--- src/rtl/mips_pkg.sv ---
// Shared types and constants for the MIPS front end.
// Holds the fetch/execute state enum and PC constants.
package mips_pkg;

    typedef enum logic [1:0] {
        FETCH = 2'd0,
        EXEC  = 2'd1,
        HALT  = 2'd2,
        ERROR = 2'd3
    } pc_state_t;

    localparam logic [31:0] PC_INC           = 32'd4;
    localparam logic [31:0] RESET_PC_DEFAULT = 32'h0000_0000;

endpackage

--- src/rtl/next_pc_calc.sv ---
// Combinational next-PC selection: PC+4, branch or jump (jump wins).
// Ports: pc, jump, pc_src, inm26, sign_xtended -> next_pc.
module next_pc_calc
    import mips_pkg::*;
(
    input  logic [31:0] pc,
    input  logic        jump,
    input  logic        pc_src,
    input  logic [25:0] inm26,
    input  logic [31:0] sign_xtended,
    output logic [31:0] next_pc
);

    logic [31:0] pc4;
    logic [31:0] br_target;
    logic [31:0] j_target;

    // Word offset becomes a byte offset; the top two bits drop out.
    logic [1:0]  unused_sx;
    assign unused_sx = sign_xtended[31:30];

    assign pc4       = pc + PC_INC;
    assign br_target = pc4 + {sign_xtended[29:0], 2'b00};
    assign j_target  = {pc4[31:28], inm26, 2'b00};

    always_comb begin
        next_pc = pc4;
        if (jump) begin
            next_pc = j_target;
        end else if (pc_src) begin
            next_pc = br_target;
        end
    end

endmodule

--- src/rtl/pc_sequencer.sv ---
// MIPS front end: PC register, fetch handshake, execute slot, retire count.
// Ports: clk/reset, imem_req/addr/ack/data, instr/instr_valid,
// stall/halt/jump/pc_src/inm26/sign_xtended, pc, retired, halted, fetch_err.
module pc_sequencer
    import mips_pkg::*;
#(
    parameter logic [31:0] RESET_PC      = RESET_PC_DEFAULT,
    parameter int unsigned FETCH_TIMEOUT = 16
) (
    input  logic        clk,
    input  logic        reset,
    output logic        imem_req,
    output logic [31:0] imem_addr,
    input  logic        imem_ack,
    input  logic [31:0] imem_data,
    output logic [31:0] instr,
    output logic        instr_valid,
    input  logic        stall,
    input  logic        halt,
    input  logic        jump,
    input  logic        pc_src,
    input  logic [25:0] inm26,
    input  logic [31:0] sign_xtended,
    output logic [31:0] pc,
    output logic [31:0] retired,
    output logic        halted,
    output logic        fetch_err
);

    localparam int unsigned CW = $clog2(FETCH_TIMEOUT + 1);
    localparam logic [CW-1:0] TO_LAST = CW'(FETCH_TIMEOUT - 1);

    pc_state_t   state_q, state_d;
    logic [31:0] pc_q, pc_d;
    logic [31:0] instr_q, instr_d;
    logic [31:0] ret_q, ret_d;
    logic [CW-1:0] cnt_q, cnt_d;
    logic [31:0] next_pc;

    next_pc_calc u_next_pc (
        .pc           (pc_q),
        .jump         (jump),
        .pc_src       (pc_src),
        .inm26        (inm26),
        .sign_xtended (sign_xtended),
        .next_pc      (next_pc)
    );

    always_ff @(posedge clk) begin
        if (reset) begin
            state_q <= FETCH;
            pc_q    <= RESET_PC;
            instr_q <= '0;
            ret_q   <= '0;
            cnt_q   <= '0;
        end else begin
            state_q <= state_d;
            pc_q    <= pc_d;
            instr_q <= instr_d;
            ret_q   <= ret_d;
            cnt_q   <= cnt_d;
        end
    end

    always_comb begin
        state_d = state_q;
        pc_d    = pc_q;
        instr_d = instr_q;
        ret_d   = ret_q;
        cnt_d   = cnt_q;
        unique case (state_q)
            FETCH: begin
                if (imem_ack) begin
                    instr_d = imem_data;
                    cnt_d   = '0;
                    state_d = EXEC;
                end else if (cnt_q == TO_LAST) begin
                    // Last allowed wait cycle without an ack.
                    state_d = ERROR;
                end else begin
                    cnt_d = cnt_q + 1'b1;
                end
            end
            EXEC: begin
                if (halt) begin
                    ret_d   = ret_q + 32'd1;
                    state_d = HALT;
                end else if (!stall) begin
                    pc_d    = next_pc;
                    ret_d   = ret_q + 32'd1;
                    state_d = FETCH;
                end
            end
            HALT: begin
                state_d = HALT;
            end
            ERROR: begin
                state_d = ERROR;
            end
        endcase
    end

    // Outputs depend on registered state only.
    assign imem_req    = (state_q == FETCH);
    assign imem_addr   = pc_q;
    assign instr_valid = (state_q == EXEC);
    assign halted      = (state_q == HALT) || (state_q == ERROR);
    assign fetch_err   = (state_q == ERROR);
    assign instr       = instr_q;
    assign pc          = pc_q;
    assign retired     = ret_q;

endmodule

--- config.mk ---
export PLATFORM = sky130hd
export DESIGN_NAME = pc_sequencer
export DESIGN_NICKNAME = d
export VERILOG_FILES = /design/src/rtl/mips_pkg.sv /design/src/rtl/next_pc_calc.sv /design/src/rtl/pc_sequencer.sv
export SDC_FILE = /design/constraint.sdc
export NUM_CORES = 1
export LEC_CHECK = 0
export CORE_ASPECT_RATIO = 0.6
export CORE_MARGIN = 2
export CORE_UTILIZATION = 46
export DETAILED_ROUTE_END_ITERATION = 10
export GPL_ROUTABILITY_DRIVEN = 0
export PLACE_DENSITY = 0.9
export SLEW_MARGIN = 20
export SYNTH_ARGS = -nofsm -noshare
export SYNTH_HDL_FRONTEND = slang
export SYNTH_SLANG_ARGS = --single-unit
--- constraint.sdc ---
create_clock -name clk -period 4.7 [get_ports clk]
set_clock_uncertainty 0.15 [all_clocks]
set_input_delay 0.94 -clock clk [delete_from_list [all_inputs] [get_ports clk]]
set_output_delay 0.94 -clock clk [all_outputs]
set_load 0.02 [all_outputs]
# Word-level counts from Yosys, hierarchy flattened
# Cells that the tools add are included.
[classes] addsub=4 eq_ne=8 mux=11 bitwise_logic=2 n_reduce_logical=7
[ops] op="$mux W32" count=4
[ops] op="$add A32 B1 Y32 const B" count=1
[ops] op="$add A32 B3 Y32 const B" count=1
[ops] op="$add A32 B32 Y32" count=1
[ops] op="$mux W5" count=2
[ops] op="$mux W2" count=4
[ops] op="$pmux W2 S4" count=1
[ops] op="$reduce_and A2 Y1" count=4
[ops] op="$add A5 B1 Y5 const B" count=1
[ops] op="$eq A5 B4 Y1 const B" count=1
[ops] op="$eq A2 B2 Y1 const B" count=2
[ops] op="$ne A3 B1 Y1 const B" count=1
[ops] op="$ne A3 B2 Y1 const B" count=1
[ops] op="$reduce_and A3 Y1" count=1
[ops] op="$eq A2 B1 Y1 const B" count=1
[ops] op="$logic_not A2 Y1" count=1
[ops] op="$ne A2 B1 Y1 const B" count=1
[ops] op="$ne A2 B2 Y1 const B" count=1
[ops] op="$not A1 Y1" count=2
[ops] op="$logic_or A1 B1 Y1" count=1
[word_totals] regBits=103 inputBits=97 output_inout_bits=132 wordCells=37

# Depth between registers and ports, before layout
# Gate-level depths: netlist of the first run.
[logic_depth] word_depth=4 ltp_mapped=16 ltp_nobuf=14

# Cells and area by module
# From an unflattened synthesis of the first run, not the netlist that was laid out.
[unflattened] hier_cells=983 hier_area_um2=7409.6
[by_module_without_submodules] module="pc_sequencer" instances=1 cells_per_inst=557 area_each_um2=4513.1 seq_area_each_um2=2062.0
[by_module_without_submodules] module="next_pc_calc" instances=1 cells_per_inst=426 area_each_um2=2896.5 seq_area_each_um2=0.0

# Worst setup path after synthesis of the first run
# OpenSTA, ideal clock, no wires.
[synth_path] path_kind="register -> register" start="register pc_q[4], in the netlist imem_addr[4]" end="register pc_q[31], in the netlist imem_addr[31]" setup_ns=0.123 arrival_time_ns=3.566 required_ns=4.427 path_slack_ns=0.860 stages_incl_launch_ff=16 n_path_buf=1 period_less_slack_ns=3.840 cell_sequence="dfxtp_1 and4_1 clkbuf_1 nand3_1 nor2_1 and3_1 xor2_1 ha_1 and3_1 a221oi_1 o211ai_1 o2bb2ai_1 a31oi_1 mux2i_1 mux2i_1 mux2_1"
[synth_via] elab_chain_len=4
[synth_lines] item="start, declared" line_no="pc_sequencer.sv:34" text="logic [31:0] pc_q, pc_d;"
[synth_lines] item="start signal, assigned" line_no="pc_sequencer.sv:58" text="pc_q <= pc_d;"
[synth_lines] item="$add A32 B3 Y32 (*)" line_no="next_pc_calc.sv:22" text="assign pc4 = pc + PC_INC;"
[synth_lines] item="$add A32 B32 Y32" line_no="next_pc_calc.sv:23" text="assign br_target = pc4 + {sign_xtended[29:0], 2'b00};"
[synth_lines] item="$mux W32" line_no="next_pc_calc.sv:30" text="end else if (pc_src) begin"
[synth_lines] item="$mux W32 (*)" line_no="next_pc_calc.sv:28" text="if (jump) begin"
# Mark *: on every way between the ends. The rest lies on a longest branch, timed or not.
# A chain may end at the register's enable or synchronous reset.

# Worst setup path after layout of the first run
[layout_path] start="register pc_q[6], in the netlist imem_addr[6]" end="register pc_q[31], in the netlist imem_addr[31]"
# Same word-level chain as after synthesis.

==> results.md, run 1 <==
* Status: complete, no violations
* Drt first pass iters at 5
* Vert. Die Dim at 99.4 um
* Initial Util at 47.6%
* DP HPWL at 17400 um
* F_max at 224 MHz
* Initial antenna violation count at 0
* Clk pwr share at 26.0%
* All-Layer GR Usage at 27.8%
* H-tree Lvls at 3
* Post-synthesis cell type count at 73
* FF+latch area at 2020 um2
* Simple-gate area share of the yosys netlist at 24.1%
* Vias in the first global route at 6960
* Final setup viols at 0
* Seq cells post-synth at 101
* Post-synth EDFFs at 0
* Post-Route Setup TNS at 0 ps
* Die Wd at 163 um
* Hold_buf cts at 0
* Top post-synthesis cells by count: nand2_1, dfxtp_1, a21oi_1, nor2_1, ha_1
* Comb power frac at 38.4%
* Post-route cell area at 9500 um2
* PortBufs at 222
* Hold Path Class: reg -> reg
* Die Area at 16200 um2
* Least-Margin Pin Slew at 1070 ps
* Residual DRC at 0
* Main combinational cell family by area after synthesis: simple AND/OR/NAND/NOR gates
* Fin. Hold Viols at 0
* Post-Synth XOR/XNOR Area at 9.05%
* Worst r2r src: imem_addr[6]
* Fraction of layout cells with a size suffix above 1 at 4.88%
* Seq pwr share at 35.6%
* Adder-Cell Fraction of Synth Area at 8.19%
* Vias at 7333
* Hold path cells at 2
* First-pass GRT wire length at 36100 um
* Multiplexer share of the synthesized area at 1.18%
* Post-synthesis sequential area ratio at 29.0%
* CP max FO at 6
* Routed len/inst at 17.7 um
* Site Rows at 34
* Layout area overhead at 36.2%
* Share of async-settable or async-resettable flops after synthesis at 0%
* Via-per-instance ratio at 5.71
* Worst-Skew Late Latency at 340 ps
* Num CTS Buffers at 9
* Syn Area/Cell at 7.75 um2
* Number of antenna cells inserted at 0
* Slew Viols, Final at 0
* Cell taking the most area after synthesis: dfxtp_1
* Overflow after GRT at 0
* Root buffer cell: clkbuf_16
* Clk sink count at 101
* Worst Setup End Kind: flip-flop
* Post-route ant nets at 0
* Top cell type's share of synthesized area at 29.0%
* CTS Buffer Depth at 2
* Detailed Route WL at 22700 um
* RSZ-0062 raised after global routing: no
* Peak supply drop at 0.000268 V
* Top-count cell post-synth: nand2_1
* Nets at 1223
* Crit path arrival time at 4530 ps
* FF-to-FF End: imem_addr[31]
* Worst hold start: instr[19]
* Largest net degree at the start of global routing at 38
* Switching share of total power at 36.9%
* Most used DFF post-synth: dfxtp_1
* Post-synthesis compound-gate area fraction at 21.7%
* Yosys warnings at 0
* R2R Setup Slk at 240 ps
* Leak at 3.76 nW
* Post-Syn Area at 6970 um2
* # fillers at 1229
* I/O pin total at 229
* DP Area at 9190 um2
* Period utilization at 94.8%
* Largest cells by area after synthesis: dfxtp_1, ha_1, nand2_1
* Core footprint at 14600 um2
* Hold endpoint: instr[19]
* Fin crit period at 4460 ps
* Area used by multi-input combinational logic at 4510 um2
* CP Class: reg -> reg
* Internal power at 1.78 mW
* Max-cap violation count at 0
* Register clock-pin slew on the reported worst setup and hold paths at 70 ps
* CP startpoint kind: flip-flop
* Worst Path Required at 4770 ps
* Post-Synthesis Cells at 899
* DRT iter0 DRCs at 610
* Slew HR at 28.6%
* R2R depth at 14
* Net Sw Power at 1.04 mW
* CTS tree: yes
* Power Density at 298 nW/um2
-- cell type report --
cell class	instances	share of cell area (%)
tap	198	2.61
inverter	19	0.751
timing repair buffer	240	24.8
clock inverter	7	0.711
sequential	101	21.3
clock buffer	9	2.37
multi-input combinational	710	47.5
-- worst max-delay path by stage --
stage / cells past startpoint / startpoint / to
6_report: 14 / imem_addr[6] / imem_addr[31]
4_1_cts: 14 / imem_addr[9] / imem_addr[31]
3_5_place_dp: 14 / imem_addr[9] / imem_addr[31]
3_3_place_gp: 14 / imem_addr[9] / imem_addr[31]
5_1_grt: 14 / imem_addr[6] / imem_addr[31]
2_1_floorplan: 15 / imem_addr[4] / imem_addr[31]
-- stage by stage --
step | setup slack [ps] | power [mW] | hold slack [ps] | util (%) | instances
after global placement | 487 | 2.06 | 291 | 62.8 | 1268
final | 245 | 2.83 | 304 | 64.9 | 1284
after global routing | 51.3 | 3.00 | 328 | 64.9 | 1284
after detailed placement | 267 | 2.10 | 296 | 62.8 | 1268
after floorplan | 860 | 1.68 | 304 | - | 902
after CTS | 228 | 2.84 | 307 | 64.8 | 1284
-- cell usage in the layout, fill, tap and decap left out, types with 4 or more instances in the layout --
| cell | Yosys | layout |
|---|---|---|
| clkdlybuf4s50_1 | 0 | 221 |
| mux2i_1 | 6 | 6 |
| and3_1 | 17 | 17 |
| o21ai_0 | 25 | 25 |
| a32o_1 | 4 | 4 |
| and4_1 | 11 | 11 |
| a31oi_1 | 6 | 6 |
| nor3_1 | 12 | 12 |
| or3_1 | 12 | 12 |
| xnor2_1 | 31 | 31 |
| nor2b_1 | 7 | 7 |
| nor2_1 | 82 | 81 |
| nand4_1 | 16 | 16 |
| and2_1 | 5 | 4 |
| o21bai_1 | 5 | 5 |
| a21oi_1 | 87 | 87 |
| clkbuf_16 | 0 | 9 |
| nand2b_1 | 9 | 9 |
| a21o_1 | 16 | 16 |
| ha_1 | 44 | 44 |
| o211ai_1 | 22 | 22 |
| nand3_1 | 27 | 27 |
| dfxtp_1 | 101 | 100 |
| conb_1 | 1 | 4 |
| buf_4 | 34 | 18 |
| o21a_1 | 4 | 4 |
| inv_1 | 19 | 19 |
| nand2_1 | 142 | 142 |
| a211oi_1 | 8 | 8 |
| xor2_1 | 41 | 41 |
-- flip-flops by register name, summed over array words and instances, names as in the netlist --
signal and count:
retired 32, imem_addr 30, state_q 2, cnt_q 5, instr 32
-- metal layers --
| metal | share of wire, % | GRT usage, % | up-vias |
|---|---|---|---|
| met3 | 12 | 8.59 | 24 |
| met1 | 46 | 39.4 | 3384 |
| li1 | - | - | 3526 |
| met5 | 0 | 0 | - |
| met4 | 1.2 | 5.65 | 0 |
| met2 | 42 | 41.5 | 399 |
-- power groups by stage --
stage / combinational [mW] / clock, mW / sequential, mW
floorplan: 0.582 / 0 / 1.10
global placement: 1.04 / 0 / 1.02
detailed placement: 1.07 / 0 / 1.03
CTS: 1.08 / 0.762 / 1.01
global route: 1.18 / 0.804 / 1.02
finish: 1.09 / 0.735 / 1.01
-- timing repair --
item / in CTS / in global routing
gates resized for setup: 0 / 4
setup endpoints to repair: 0 / 1
setup buffers: 0 / 0
-- critical path: stages, from the launching register on --
cell	delay (ps)
dfxtp_1	440
and4_1	370
nand3_1	290
nor2_4	250
and3_1	190
xor2_1	280
ha_1	360
and3_1	180
a221oi_1	350
o211ai_1	220
o2bb2ai_1	180
a31oi_1	250
mux2i_1	280
mux2i_1	230
mux2_1	330
-- logic make-up (layout without fill, tap and decap cells) --
kind of cell / after synthesis / after routing
fa+ha+maj: 45 / 45
simple gates: 357 / 357
mux: 8 / 8
xor+xnor: 72 / 72
buf+inv: 91 / 275
flops: 101 / 101
compound gates: 224 / 224
other cells: 1 / 4
(Power assumes the default switching activity.)
==> inputs of run 2 (changes only) <==
- CORE_MARGIN: 2 -> unset
==> results.md, run 2 (synthesized netlist as in run 1, its figures left out) <==
* Number of antenna cells inserted at 0 (unchanged)
* Crit-path slowest cell: dfxtp_1
* CP Class: reg -> reg
* Worst Setup End Kind: flip-flop
* CP startpoint kind: flip-flop
* Residual DRC at 0 (unchanged)
* Placed Cells incl. Taps at 1266 (-0.16%)
* Fraction of layout cells with a size suffix above 1 at 4.61% (-0.27 points)
* Final setup viols at 0 (unchanged)
* Overflow after GRT at 0 (unchanged)
* Vert. Die Dim at 97.4 um (-2.0%)
* Leak at 3.73 nW (-0.74%)
* Peak supply drop at 0.000219 V (-18%)
* Period utilization at 95.6% (+0.77 points)
* CP top delay family: simple AND/OR/NAND/NOR gates
* Via-per-instance ratio at 5.68 (-0.51%)
* CTS Buffer Depth at 2 (unchanged)
* Site Rows at 34 (unchanged)
* Commonest non-fill, non-tap cells in the layout: clkdlybuf4s50_1, nand2_1, dfxtp_1
* Post-Route Setup TNS at 0 ps (unchanged)
* Least-Margin Pin Slew at 777 ps (-291 ps)
* Core footprint at 14600 um2 (unchanged)
* Layout Cells excl Fill at 1282 (-0.16%)
* Post-CTS Repair Setup Buffers at 0 (unchanged)
* Worst-Skew Late Latency at 340 ps (about the same)
* Initial Util at 47.6% (unchanged)
* Resized cells post-CTS at 0 (unchanged)
* Post-route ant nets at 0 (unchanged)
* Routed len/inst at 17.5 um (-1.1%)
* Layout area overhead at 35.8%
* PortBufs at 222 (unchanged)
* Worst path cell trace: and4_1 -> nand4_2 -> nor2_1 -> and3_1 -> xor2_1 -> ha_1 -> and3_1 -> a221oi_1 -> o211ai_1 -> o2bb2ai_1 -> a31oi_1 -> mux2i_1 -> mux2i_1 -> mux2_1
* Slew HR at 48.2% (+20 points)
* Most common cell after layout, fill and taps aside: clkdlybuf4s50_1
* # fillers at 1247 (+1.5%)
* All-Layer GR Usage at 28.3% (+0.54 points)
* Initial antenna violation count at 0 (unchanged)
* Drt first pass iters at 5 (unchanged)
* CP max FO at 8 (+2)
* First-pass GRT wire length at 35700 um (-1.2%)
* Fin crit period at 4490 ps (+36.2 ps)
* Vias in the first global route at 6686 (-3.9%)
* Root buffer cell: clkbuf_16
* CTS tree: yes
* DRT iter0 DRCs at 668 (+9.5%)
* Largest net degree at the start of global routing at 59 (+55%)
* Die Area at 15700 um2 (-3.2%)
* I/O pin total at 229 (unchanged)
* RSZ-0062 raised after global routing: no
* Fin. Hold Viols at 0 (unchanged)
* Status: complete, no violations
* Num CTS Buffers at 9 (unchanged)
* Vias at 7284 (-0.67%)
* Worst path buffer plus inverter count at 0 (unchanged)
* Worst Path Required at 4770 ps (about the same)
* DP HPWL at 17000 um (-2.2%)
* Register clock-pin slew on the reported worst setup and hold paths at 80 ps (about the same)
* H-tree Lvls at 3 (unchanged)
* Die Wd at 161 um (-1.2%)
* CP max stage delay at 500 ps (+60 ps)
* F_max at 223 MHz (-0.81%)
* Slew Viols, Final at 0 (unchanged)
* Hold Path Class: reg -> reg
* Clk sink count at 101 (unchanged)
* Max-cap violation count at 0 (unchanged)
* Hold_buf cts at 0 (unchanged)
* Power Density at 299 nW/um2 (+0.48%)
* Crit path arrival time at 4570 ps (+40 ps)
* Nets at 1221 (-0.16%)
* Detailed Route WL at 22400 um (-1.3%)
[run 2: final timing paths]
kind / from / to / slack [ps] / cells after the start
worst max-delay path: imem_addr[8] / imem_addr[31] / 210 / 14
worst min-delay path: instr[16] / instr[16] / 300 / 2
worst max register to register: imem_addr[8] / imem_addr[31] / 210 / 14
worst min register to register: instr[16] / instr[16] / 300 / 2
[run 2: layout make-up]
type                    instances  area [um2]  share of cell area [%]
well taps                     198         248                    2.62
repair buffers                238        2340                    24.7
clock inverters                 7        67.6                   0.714
flip-flops and latches        101        2020                    21.4
inverters                      19        71.3                   0.753
multi-input cells             710        4500                    47.5
clock buffers                   9         225                    2.38
[run 2: report_power, final]
| group | leakage [nW] | internal, mW | switching (mW) |
|---|---|---|---|
| combinational | 2.77 | 0.475 | 0.606 |
| sequential | 0.820 | 0.935 | 0.0739 |
| clock | 0.145 | 0.375 | 0.369 |
[run 2: stage by stage]
stage	hold WS [ps]	power (mW)	worst slack (ps)	utilization, %	area, um2
2_1_floorplan	304	1.68	860	-	6980
3_3_place_gp	291	2.06	473	62.7	9170
3_5_place_dp	296	2.09	402	62.7	9170
4_1_cts	306	2.84	378	64.7	9470
5_1_grt	321	3.00	41.2	64.7	9470
6_report	304	2.83	209	64.7	9470
[run 2: worst reg2reg max path: stages, from the launching register on]
cell and delay [ps]:
dfxtp_1 500, and4_1 360, nand4_2 230, nor2_1 340, and3_1 220, xor2_1 260, ha_1 330, and3_1 170
a221oi_1 320, o211ai_1 190, o2bb2ai_1 160, a31oi_1 270, mux2i_1 280, mux2i_1 260, mux2_1 340
[run 2: layer usage]
metal	vias to the layer above	GRT usage, %	part of all wire [%]
met2	410	42.0	41
li1	3513	-	-
met5	-	0	0
met4	0	4.28	1.1
met3	29	7.98	11
met1	3332	40.9	46
==> variant 1, RTL diff (settings of run 1) <==
Set the parameter `FETCH_TIMEOUT` to 32 (it was 16).
--- a/src/rtl/pc_sequencer.sv
+++ b/src/rtl/pc_sequencer.sv
@@ -6,5 +6,5 @@
 #(
     parameter logic [31:0] RESET_PC      = RESET_PC_DEFAULT,
-    parameter int unsigned FETCH_TIMEOUT = 16
+    parameter int unsigned FETCH_TIMEOUT = 32
 ) (
     input  logic        clk,
Check against the original RTL: same outputs for any inputs over 4 cycles, from zero or initial values and one cycle with reset high; that may be too few to reach the edited logic, so the function may still have changed.
==> variant 1 against run 1 <==
Area after synthesis is 1.7% lower; final area is 1.2% lower; sequential cell count is 1 higher; global-route usage is 0.80 points lower; power is 3.6% higher; worst setup slack better by 0.032 ns; largest power group unchanged; critical path type unchanged; routed wire length is 1.8% lower; non-clock buffer count is 1 higher.
==> variant 1: results (changes against run 1) <==
** Outcome
- The flow ran to the end, and the final reports show no timing, DRC or antenna violations.

** Placement
- The count of port buffers added during placement is 222 (unchanged).
- The placed wire-length estimate after detailed placement came to 17300 microns (-0.91%).

** Finish
- Multi-input combinational cell area :: 4380 sq um (-2.9%)
- The non-clock buffer instance count of the final layout was 241 (+0.42%).
- The total of clock buffers placed in the layout is 9 (unchanged).
- Fillers :: 1207 (-1.8%)
- The proportion of layout cells with a drive suffix above 1 came to 0.0470 (-0.00184).
- Number of diodes :: 1 (+1)
- The number of standard cells in the layout, taps in and fillers out was 1285 (+0.078%).
- Nets :: 1222 (-0.082%)
- The count of multi-input combinational gates is 711 (+0.14%).
- Nonclk inv count :: 16 (-3)
- Layout non-clock buf frac :: 0.252 (+0.00387)
- Clock tree cell share of total cell area :: 0.0309 (+0.000116)
- The sequential cell area share is 0.218 (+0.00464).

** Drt
- Total routed wirelength :: 22300 microns (-1.8%)
- The first-pass iteration count of the detailed router is 5 (unchanged).
- The routed via count divided by cell count is 5.56 (-2.6%).
- The DRC violation total after the first TritonRoute iteration came to 699 (+15%).

** Global routing
- Maximum number of pins on one net before global-route repair :: 93 (+140%)
- The overall fraction of global-route tracks in use came to 0.270 (-0.00802).
- The wire length of the first global-routing pass was 34600 microns (-4.2%).
- Number of global-route vias before repair :: 6535 (-6.1%)
- The initial antenna violation count was 1 (+1).

** Yosys
- Synth area leaders :: dfxtp_1 30%, nand2_1 7.9%, ha_1 7.8%
- The per-instance average area after synthesis is 7.63 sq um (-1.6%).
- Portion of the post-synthesis area used by sequential elements :: 0.298 (+0.00785)
- The count of distinct cell types in the synthesized netlist was 64 (-12%).
- Leading post-synthesis cells by instance count :: 145 x nand2_1, 102 x dfxtp_1, 96 x nor2_1
- Asr flop ratio synth :: 0 (unchanged)
- Number of synthesized register bits :: 102 (+0.99%)
- In the synthesized netlist the dominant register cell turns out to be dfxtp_1.

** CTS
- After clock tree synthesis, the clock-pin slew on the worst setup and hold paths is 0.08 ns.
- H-tree Lvls :: 3 (unchanged)
- Number of post-CTS setup repair buffers :: 0 (unchanged)
- The tree is rooted in a clkbuf_16.

** Pwr
- The worst supply voltage drop on vdd was 0.000268 V (about the same).
- Switching fraction of total power :: 0.375 (+0.00591)
- Total leakage power :: 0.00358 uW (-4.7%)

** Timing
- The transition time at the pin with the least slew margin came to 1.04 ns (-0.0302 ns).

** Min path
- HP Start :: instr[29]
- The worst hold path belongs to the class register to register.

** Worst setup path
- Delay of the slowest critical-path stage :: ~0.43 ns
- The critical path data arrival time was 4.51 ns (-0.02 ns).
- For this design, the slowest cell found on the critical path is dfxtp_1.
- Tracing the worst setup path back leads to its startpoint at imem_addr[6].
- CP Max Fanout :: 7 (+1)
[variant 1: stage by stage]
step	hold WS [ns]	area (sq um)	total power (uW)	worst slack, ns
finish	0.304	9380	2930	0.276
global route	0.322	9380	3090	0.0855
CTS	0.307	9370	2930	0.340
detailed placement	0.296	9080	2200	0.357
global placement	0.291	9080	2180	0.398
floorplan	0.303	6870	1760	0.668
[variant 1: final timing paths]
path                                 endpoint  slack, ns  cells after the start
worst max-delay path            imem_addr[24]       0.28                     14
worst max register to register  imem_addr[24]       0.28                     14
worst min-delay path                instr[29]       0.30                      2
worst min register to register      instr[29]       0.30                      2
[variant 1: layer usage]
metal  up-vias  part of all wire  global-route usage  wire length, microns
met4         0            0.0096              0.0419                   214
met2       390              0.41               0.393                  9230
met3        24              0.12              0.0913                  2730
met5         -                 0                   0                     0
met1      3247              0.45               0.392                 10100
li1       3484                 -                   -                     -
[variant 1: power groups by stage]
stage	registers (uW)	clock network (uW)	logic, uW
after floorplan	1130	0	631
after global placement	1040	0	1130
after detailed placement	1050	0	1160
after CTS	1030	745	1160
after global routing	1040	779	1270
final	1030	730	1170
[variant 1: cells by family after synthesis]
kind of cell    Yosys count  share of synthesized area
simple gates            363                      0.239
compound gates          221                      0.212
flops                   102                      0.298
buf+inv                  88                     0.0668
xor+xnor                 74                     0.0946
fa+ha+maj                44                     0.0814
mux                       5                    0.00748
other cells               1                   0.000547
[variant 1: worst max-delay path: cells and delay by family, from the launching register on]
| kind | cells | cell delay (ns) |
|---|---|---|
| fa+ha+maj | 1 | 0.37 |
| xor+xnor | 2 | 0.36 |
| flops | 1 | 0.43 |
| compound gates | 3 | 1.07 |
| simple gates | 8 | 1.92 |
[variant 1: what timing repair did]
item	CTS	global route
endpoints found under the setup margin	0	2
endpoints found under the hold margin	0	0
resized for setup	0	2
==> variant 2, RTL diff (settings of run 1) <==
Without the edit above. The 4 states of `pc_state_t` get a Gray code encoding in 2 bits.
--- a/src/rtl/mips_pkg.sv
+++ b/src/rtl/mips_pkg.sv
@@ -4,8 +4,8 @@
 
     typedef enum logic [1:0] {
-        FETCH = 2'd0,
-        EXEC  = 2'd1,
-        HALT  = 2'd2,
-        ERROR = 2'd3
+        FETCH = 2'b00,
+        EXEC  = 2'b01,
+        HALT  = 2'b11,
+        ERROR = 2'b10
     } pc_state_t;
 
Formal check against the unedited RTL: same outputs for any inputs over 4 cycles, from zero or initial values and one cycle with reset high; so few cycles prove little.
==> variant 2 against run 1 <==
Sequential cell count unchanged; worst setup slack better by 0.057 ns; final area down 1.3%; non-clock buffer count down 6; area after synthesis down 0.48%; global-route usage shrank 0.73 points; routed wire length is 2.1% lower.
Power is not compared: it rests on default switching activity, and its combinational part moved more than twofold at a synthesized area within 25%.
==> variant 2: results (changes against run 1) <==
** Outcome
- The run finished with clean final reports.

** Yosys
- Area share of xor/xnor cells in the synthesized design :: 0.0909 (+0.000441)
- Yosys synthesis warning count :: 0 (unchanged)
- Portion of the post-synthesis area used by sequential elements :: 0.291 (+0.00141)
- Asr flop ratio synth :: 0 (unchanged)
- The arithmetic-cell share of the synthesized area counting full adders, half adders and majority gates is 0.0750 (-0.00682).
- The per-instance average area after synthesis is 7.57 sq um (-2.3%).
- Synth area leaders :: dfxtp_1 29%, nand2_1 8.2%, ha_1 7.2%
- Fraction of synthesized area in multiplexers :: 0.00902 (-0.00283)
- Compound-cell area share of the yosys netlist :: 0.207 (-0.00923)
- Count of cell types in the netlist :: 74 (+1.4%)
- By count the netlist is led by 151 x nand2_1, 101 x dfxtp_1, 95 x a21oi_1.

** CTS
- Number of post-CTS setup repair buffers :: 0 (unchanged)
- CTS buffer count :: 9 (unchanged)
- CTS placed an instance of clkbuf_16 at the clock tree root.
- Clock insertion delay at the later pin of the skew report :: 0.34 ns (about the same)
- CTS clock-pin slew for the worst setup and hold paths :: 0.07 ns (about the same)
- The number of gates given a new drive strength after cts is 0 (unchanged).
- The maximum clock insertion buffer count was 2 (unchanged).
- The level count of the clock H-tree is 3 (unchanged).

** Placement
- Setup Slack @ Placement :: 0.465 ns (+0.198 ns)
- The placed wire-length estimate after detailed placement is 16800 microns (-3.6%).
- The count of port buffers added during placement is 222 (unchanged).
- The number of cells in the design after placement came to 1273 (+0.39%).
- Placed Instance Area :: 9080 sq um (-1.2%)

** Global routing
- Total routing usage reported by global routing :: 0.270 (-0.00726)
- The maximum number of pins on one net before global-route repair was 83 (+120%).
- The wire length of the first global-routing pass came to 35300 microns (-2.4%).
- The initial antenna violation count came to 0 (unchanged).
- Number of global-route vias before repair :: 6807 (-2.2%)

** Worst setup path
- CP Max Fanout :: 7 (+1)
- CP Launch Type :: register
- Arrival time at the worst endpoint :: 4.52 ns (about the same)
- Startpoint of the most critical register-to-register path :: imem_addr[5]

** Pwr
- The analysis attributes to cell leakage a power of around 0.0037 uW.
- VDD sags by at most between 0.00015 and 0.0002 V.

** Min path
- HP Start :: instr[7]
- Min-delay worst type :: register to register

** Finish
- The net count reported at finish came to 1224 (+0.082%).
- Number of diodes :: 0 (unchanged)
- Proportion of layout cells with a drive suffix above 1 :: 0.0431 (-0.00572)

** Drt
- Routed vias/inst :: 5.76 (+0.88%)
- The final antenna-violating net count was 0 (unchanged).
- The DRC violation total after the first TritonRoute iteration is 908 (+49%).
- The total wirelength of the detailed-routed design came to 22200 microns (-2.1%).
- Total number of vias :: 7426 (+1.3%)
- The first-pass iteration count of the detailed router was 6 (+1).

** Timing
- Slew at the pin closest to its max-slew limit :: 1.05 ns (-0.0174 ns)
==> variant 2: changes by cell type in the layout (fill, tap and decap cells not counted), moves of 7 or more <==
| cell | change |
|---|---|
| nand2_1 | +8 |
| o211ai_1 | -11 |
| nor2_1 | +10 |
| and4_1 | -7 |
| a21oi_1 | +8 |
| o21ai_0 | +12 |
| nor3_1 | -7 |
==> variant 2: critical path, cell delays in order, from the launching register on <==
cell	delay, ns
dfxtp_1	0.46
and4_1	0.37
nand4_2	0.30
nor3b_2	0.43
and2_1	0.28
xor2_1	0.33
ha_1	0.30
a21oi_1	0.13
o21a_1	0.25
nor2b_1	0.14
a22o_1	0.20
a21oi_1	0.26
a221oi_1	0.15
a21o_1	0.19
a311oi_1	0.26
a41o_1	0.12
==> variant 2: report_power, final <==
part	total [uW]	internal, uW	switching, uW
combinational	502	231	271
clock	746	384	362
sequential	913	884	28.6
total	2160	1500	662
==> variant 2: metal layers <==
metal,GRT usage,wire (microns)
met5,0,0
met4,0.0558,386
met3,0.0771,2500
met2,0.392,9110
met1,0.398,10200
==> variant 2: cells by family after synthesis <==
logic type | after synthesis
AOI/OAI and AO/OA | 231
xor gates and xnor gates | 72
adders and majority gates | 41
buffers and inverters | 96
DFF | 101
muxes | 6
other | 1
and+or+nand+nor | 368
==> variant 2: final cells by class <==
type / instances / area [sq um]
Fill cell: 1244 / 5220
Multi-Input combinational cell: 722 / 4440
Timing Repair Buffer: 234 / 2310
Sequential cell: 101 / 2020
Tap cell: 198 / 248
Clock buffer: 10 / 239
Inverter: 18 / 67.6
Clock inverter: 6 / 55.1
==> variant 2: final timing paths <==
kind | end | slack, ns | depth (start not counted)
max | imem_addr[31] | 0.30 | 15
min | instr[7] | 0.30 | 2
max reg2reg | imem_addr[31] | 0.30 | 15
min reg2reg | instr[7] | 0.30 | 2
